<file path="src/rtl/hazard_stall_ctrl.sv">
// hazard_stall_ctrl: Tuse/Tnew stall detection and MDU busy countdown for the 5-stage pipeline.
// Defining STALL_PERF_CNT_EN adds a 32-bit stall-cycle counter (stall_cycles, cleared by perf_clr).
module hazard_stall_ctrl #(
    parameter int MULT_LAT = 5,
    parameter int DIV_LAT  = 10,
    parameter int CNT_W    = 4
) (
    input  logic       clk,
    input  logic       reset,
    input  logic [4:0] D_rs,
    input  logic [4:0] D_rt,
    input  logic [1:0] D_Tuse_rs,
    input  logic [1:0] D_Tuse_rt,
    input  logic       D_is_md,
    input  logic       D_flush,
    input  logic [4:0] E_A3,
    input  logic [1:0] E_Tnew,
    input  logic [4:0] M_A3,
    input  logic [1:0] M_Tnew,
    input  logic       E_md_start,
    input  logic       E_md_is_div,
    output logic       pc_en,
    output logic       FD_en,
    output logic       FD_clear,
    output logic       DE_clear,
    output logic       EM_en,
    output logic       md_busy,
    output logic       stall
`ifdef STALL_PERF_CNT_EN
    ,
    input  logic        perf_clr,
    output logic [31:0] stall_cycles
`endif
);

    logic [CNT_W-1:0] md_cnt;
    logic             stall_rs;
    logic             stall_rt;
    logic             stall_md;

    // A stall is needed when a producer in E or M will not have its result
    // ready by the time D consumes it; register $0 never creates a hazard.
    always_comb begin
        stall_rs = (D_rs != 5'd0) &&
                   (((E_A3 == D_rs) && (E_Tnew > D_Tuse_rs)) ||
                    ((M_A3 == D_rs) && (M_Tnew > D_Tuse_rs)));
        stall_rt = (D_rt != 5'd0) &&
                   (((E_A3 == D_rt) && (E_Tnew > D_Tuse_rt)) ||
                    ((M_A3 == D_rt) && (M_Tnew > D_Tuse_rt)));
        md_busy  = E_md_start || (md_cnt != '0);
        stall_md = D_is_md && md_busy;
        stall    = stall_rs | stall_rt | stall_md;
        pc_en    = !stall;
        FD_en    = !stall;
        DE_clear = stall;
        FD_clear = D_flush && !stall;
        EM_en    = 1'b1;
    end

    // A new mult/div start always reloads the window, even over a running one.
    always_ff @(posedge clk) begin
        if (reset) begin
            md_cnt <= '0;
        end else if (E_md_start) begin
            md_cnt <= E_md_is_div ? CNT_W'(DIV_LAT) : CNT_W'(MULT_LAT);
        end else if (md_cnt != '0) begin
            md_cnt <= md_cnt - 1'b1;
        end
    end

`ifdef STALL_PERF_CNT_EN
    always_ff @(posedge clk) begin
        if (reset || perf_clr) begin
            stall_cycles <= 32'd0;
        end else if (stall) begin
            stall_cycles <= stall_cycles + 32'd1;
        end
    end
`endif

endmodule

</file>
<file path="config.mk">
export PLATFORM = sky130hd
export DESIGN_NAME = hazard_stall_ctrl
export DESIGN_NICKNAME = d
export VERILOG_FILES = /design/src/rtl/hazard_stall_ctrl.sv
export SDC_FILE = /design/constraint.sdc
export NUM_CORES = 1
export LEC_CHECK = 0
export ABC_CLOCK_PERIOD_IN_PS = 1600
export CAP_MARGIN = 20
export CORE_MARGIN = 5
export CORE_UTILIZATION = 25
export CTS_CLUSTER_DIAMETER = 50
export DETAILED_ROUTE_END_ITERATION = 7
export DONT_BUFFER_PORTS = 1
export PLACE_DENSITY = 0.5
export REMOVE_ABC_BUFFERS = 1
export SYNTH_ARGS = -nofsm -noshare
export SYNTH_HDL_FRONTEND = slang
export SYNTH_SLANG_ARGS = --single-unit
</file>
<file path="constraint.sdc">
create_clock -name clk -period 1.6 [get_ports clk]
set_input_delay 0.08 -clock clk [delete_from_list [all_inputs] [get_ports clk]]
set_output_delay 0.08 -clock clk [all_outputs]
set_load 0.02 [all_outputs]
</file>
==> results.toml <==
[synth]
synth.yosys.seq_area_share = 0.115
synth_common_cells = "xnor2_1, ha_1, inv_1, xor2_1, a21oi_1"
yosysMostFrequentCell = "xnor2_1"
synth_cells = 90
synth_top_cell_area_share = 0.179
ys_ff_latch = 4
synth_top_area_cell = "ha_1"
ys_types = 26
synth_area_um2 = 698
async_reset_ff_frac = 0
postSynthAreaPerCell_um2 = 7.76
synth_edf_count = 0
synth_area_leaders = "ha_1, xnor2_1, xor2_1, dfxtp_1, inv_1"
ys.flop_type = "dfxtp_1"
ys_warn_count = 0

[setup_path]
crit_path_end_kind = "primary output"
crit_fanout = 3
path_class = "reg2out"
crit_arrival_ns = 1.72
path_delay_family = "simple AND/OR/NAND/NOR gates"
cp_slowest_cell = "or3b_4"
cp_cell_sequence = "inv_2 > ha_1 > or3b_4 > or2_4 > nand2_4 > and3_4 > buf_12"
worstPathRequired_ns = 1.52
rrSetupSlack_ns = 0.15
r2r_cells = 7
cp_num_buf_inv = 2
regToRegStartpoint = "md_cnt[0]$_SDFFE_PP0N_"
start_kind = "flip-flop"
r2r_end = "md_cnt[1]$_SDFFE_PP0N_"
critPathMaxStageDelay_ns = 0.37

[global_routing]
grt_pass1_wl_mm = 3.41
antenna_found_initial = 0
grt_pass1_vias = 754
grt_max_degree = 8
track_usage = 0.109
overflow = 0

[timing]
period_share = 1.12
fin_hold_ws_ns = 0.0210
slew_viol_final = 0
fmax_mhz = 556
hold_viol = 0
fin_crit_ns = 1.80
fin_worst_skew_ns = 0.000795
rsz0062_at_grt = "true"
setup_viol = 6
fin_ws_ns = -0.198

[hold_path]
holdPathStages = 2
hold_path_class = "in2reg"
worst_hold_path.endpoint = "md_cnt[3]$_SDFFE_PP0N_"
hold_start = "E_md_is_div"

[placement]
port_buffers = 0
preCtsSetupSlack_ns = -0.0266
place_hpwl_mm = 1.84
gp_congestion = 0.784

[power_and_ir_drop]
powerDensity_nw_per_um2 = 613
ir_drop_uv = 471
power_frac_seq = 0.227
intPower_uw = 356
swShare = 0.333
leakage_nw = 0.372
clkPwrFrac = 0.229
p_comb_frac = 0.544
p_switching_uw = 177

[route]
first_pass_iters = 4
route.met2.wl_mm = 1.00
drt-total-wl_mm = 1.97
wl_per_cell_um = 14.8
via_per_inst = 4.79
via_count = 637
ant_nets = 0
drc = 0
met3_wirelength_um = 311
drtIter0Drc = 10
highest_layer = "met4"
met1Wirelength_um = 628

[floorplanning]
dieWidth_um = 62.8
initial_core_util = 0.258
io_pins = 41
die_area_um2 = 3950
core_area_um2 = 2710
row_count = 19
die_y_um = 62.8

[cells_and_area]
multi_input_area_um2 = 571
top_regs = "md_cnt (4)"
drive_above_1_share = 0.206
seq_area_um2 = 82.6
syn2layout_area_growth_pct = 24.6
finalNetCount = 148
fillerInstances = 307
largest_reg_flops = 4
top_register = "md_cnt"
diodes = 0

[clock_network]
h-tree-depth = 1
clkTransAtPathRegs_ns = 0.03
cts_tree = "built"
clk_path_buf_depth = 2
clkLatencyLatePin_ns = 0.23
numCtsBuffers = 3
cts_sinks = 4
cts-root-buf = "clkbuf_4"

[flow_run]
drv_cap = 0

[run_status]
outcome = "finished, violations left"
violations = "negative setup slack"
-- placed cells by master, fill, tap and decap left out, drive strengths merged --
| cell | n |
|---|---|
| a211oi | 1 |
| a21oi | 6 |
| a22oi | 1 |
| and3 | 1 |
| and4 | 1 |
| buf | 9 |
| clkbuf | 3 |
| conb | 1 |
| dfxtp | 4 |
| dlygate4sd3 | 3 |
| ha | 10 |
| inv | 10 |
| nand2 | 6 |
| nand2b | 1 |
| nand3 | 1 |
| nand4 | 4 |
| nor2 | 4 |
| nor2b | 1 |
| nor3 | 1 |
| nor4 | 4 |
| o21a | 1 |
| o22ai | 2 |
| or2 | 1 |
| or3b | 1 |
| or4 | 2 |
| xnor2 | 13 |
| xor2 | 10 |
-- power groups by stage --
stage / clock [mW] / sequential [mW] / combinational (mW)
4_1_cts: 0.127 / 0.120 / 0.282
2_1_floorplan: 0 / 0.120 / 0.185
6_report: 0.122 / 0.121 / 0.290
3_3_place_gp: 0 / 0.120 / 0.251
3_5_place_dp: 0 / 0.120 / 0.258
5_1_grt: 0.139 / 0.123 / 0.327
-- what timing repair did --
| action | 4_1_cts | 5_1_grt |
|---|---|---|
| resized for setup | 7 | 3 |
| hold buffers | 1 | 2 |
| endpoints found under the setup margin | 6 | 6 |
| buffers inserted | 2 | 1 |
| endpoints found under the hold margin | 4 | 1 |
| pin swaps | 2 | 0 |
-- through the flow --
step | total power [mW] | setup TNS [ns] | std cells | cell area [um2] | utilization
floorplan | 0.305 | -0.409 | 87 | 676 | -
global placement | 0.371 | 0 | 124 | 772 | 0.285
detailed placement | 0.379 | -0.0623 | 124 | 772 | 0.285
CTS | 0.529 | -0.890 | 130 | 837 | 0.309
global route | 0.588 | -1.42 | 133 | 870 | 0.321
finish | 0.533 | -0.871 | 133 | 870 | 0.321
-- how the worst max path moves through the flow --
stage                                start  endpoint  slack (ns)  cells past startpoint
finish              md_cnt[0]$_SDFFE_PP0N_     FD_en       -0.20                      7
global route        md_cnt[0]$_SDFFE_PP0N_     pc_en       -0.29                      7
CTS                 md_cnt[1]$_SDFFE_PP0N_     FD_en       -0.22                      7
detailed placement  md_cnt[0]$_SDFFE_PP0N_     FD_en       -0.03                      7
global placement    md_cnt[0]$_SDFFE_PP0N_     FD_en        0.03                      7
floorplan           md_cnt[0]$_SDFFE_PP0N_     FD_en       -0.13                      6
-- cell type report --
| type | instances | share of cell area |
|---|---|---|
| clock buffer | 3 | 0.0259 |
| tap | 31 | 0.0446 |
| timing repair buffer | 12 | 0.135 |
| sequential | 4 | 0.0950 |
| inverter | 10 | 0.0432 |
| multi-input combinational | 73 | 0.656 |
-- per-layer routing --
layer	up-vias	GRT usage
li1	332	-
met4	0	0.0477
met2	27	0.194
met1	275	0.0934
met3	3	0.0701
met5	-	0
-- cells by family after synthesis --
family / Yosys count / synth area share
adder cells (fa/ha/maj): 10 / 0.179
other: 1 / 0.00537
buffers and inverters: 13 / 0.0860
AND/OR/NAND/NOR: 28 / 0.233
XOR/XNOR: 23 / 0.289
AO/OA/AOI/OAI: 11 / 0.0932
flip-flops: 4 / 0.115
(Power assumes the default switching activity.)
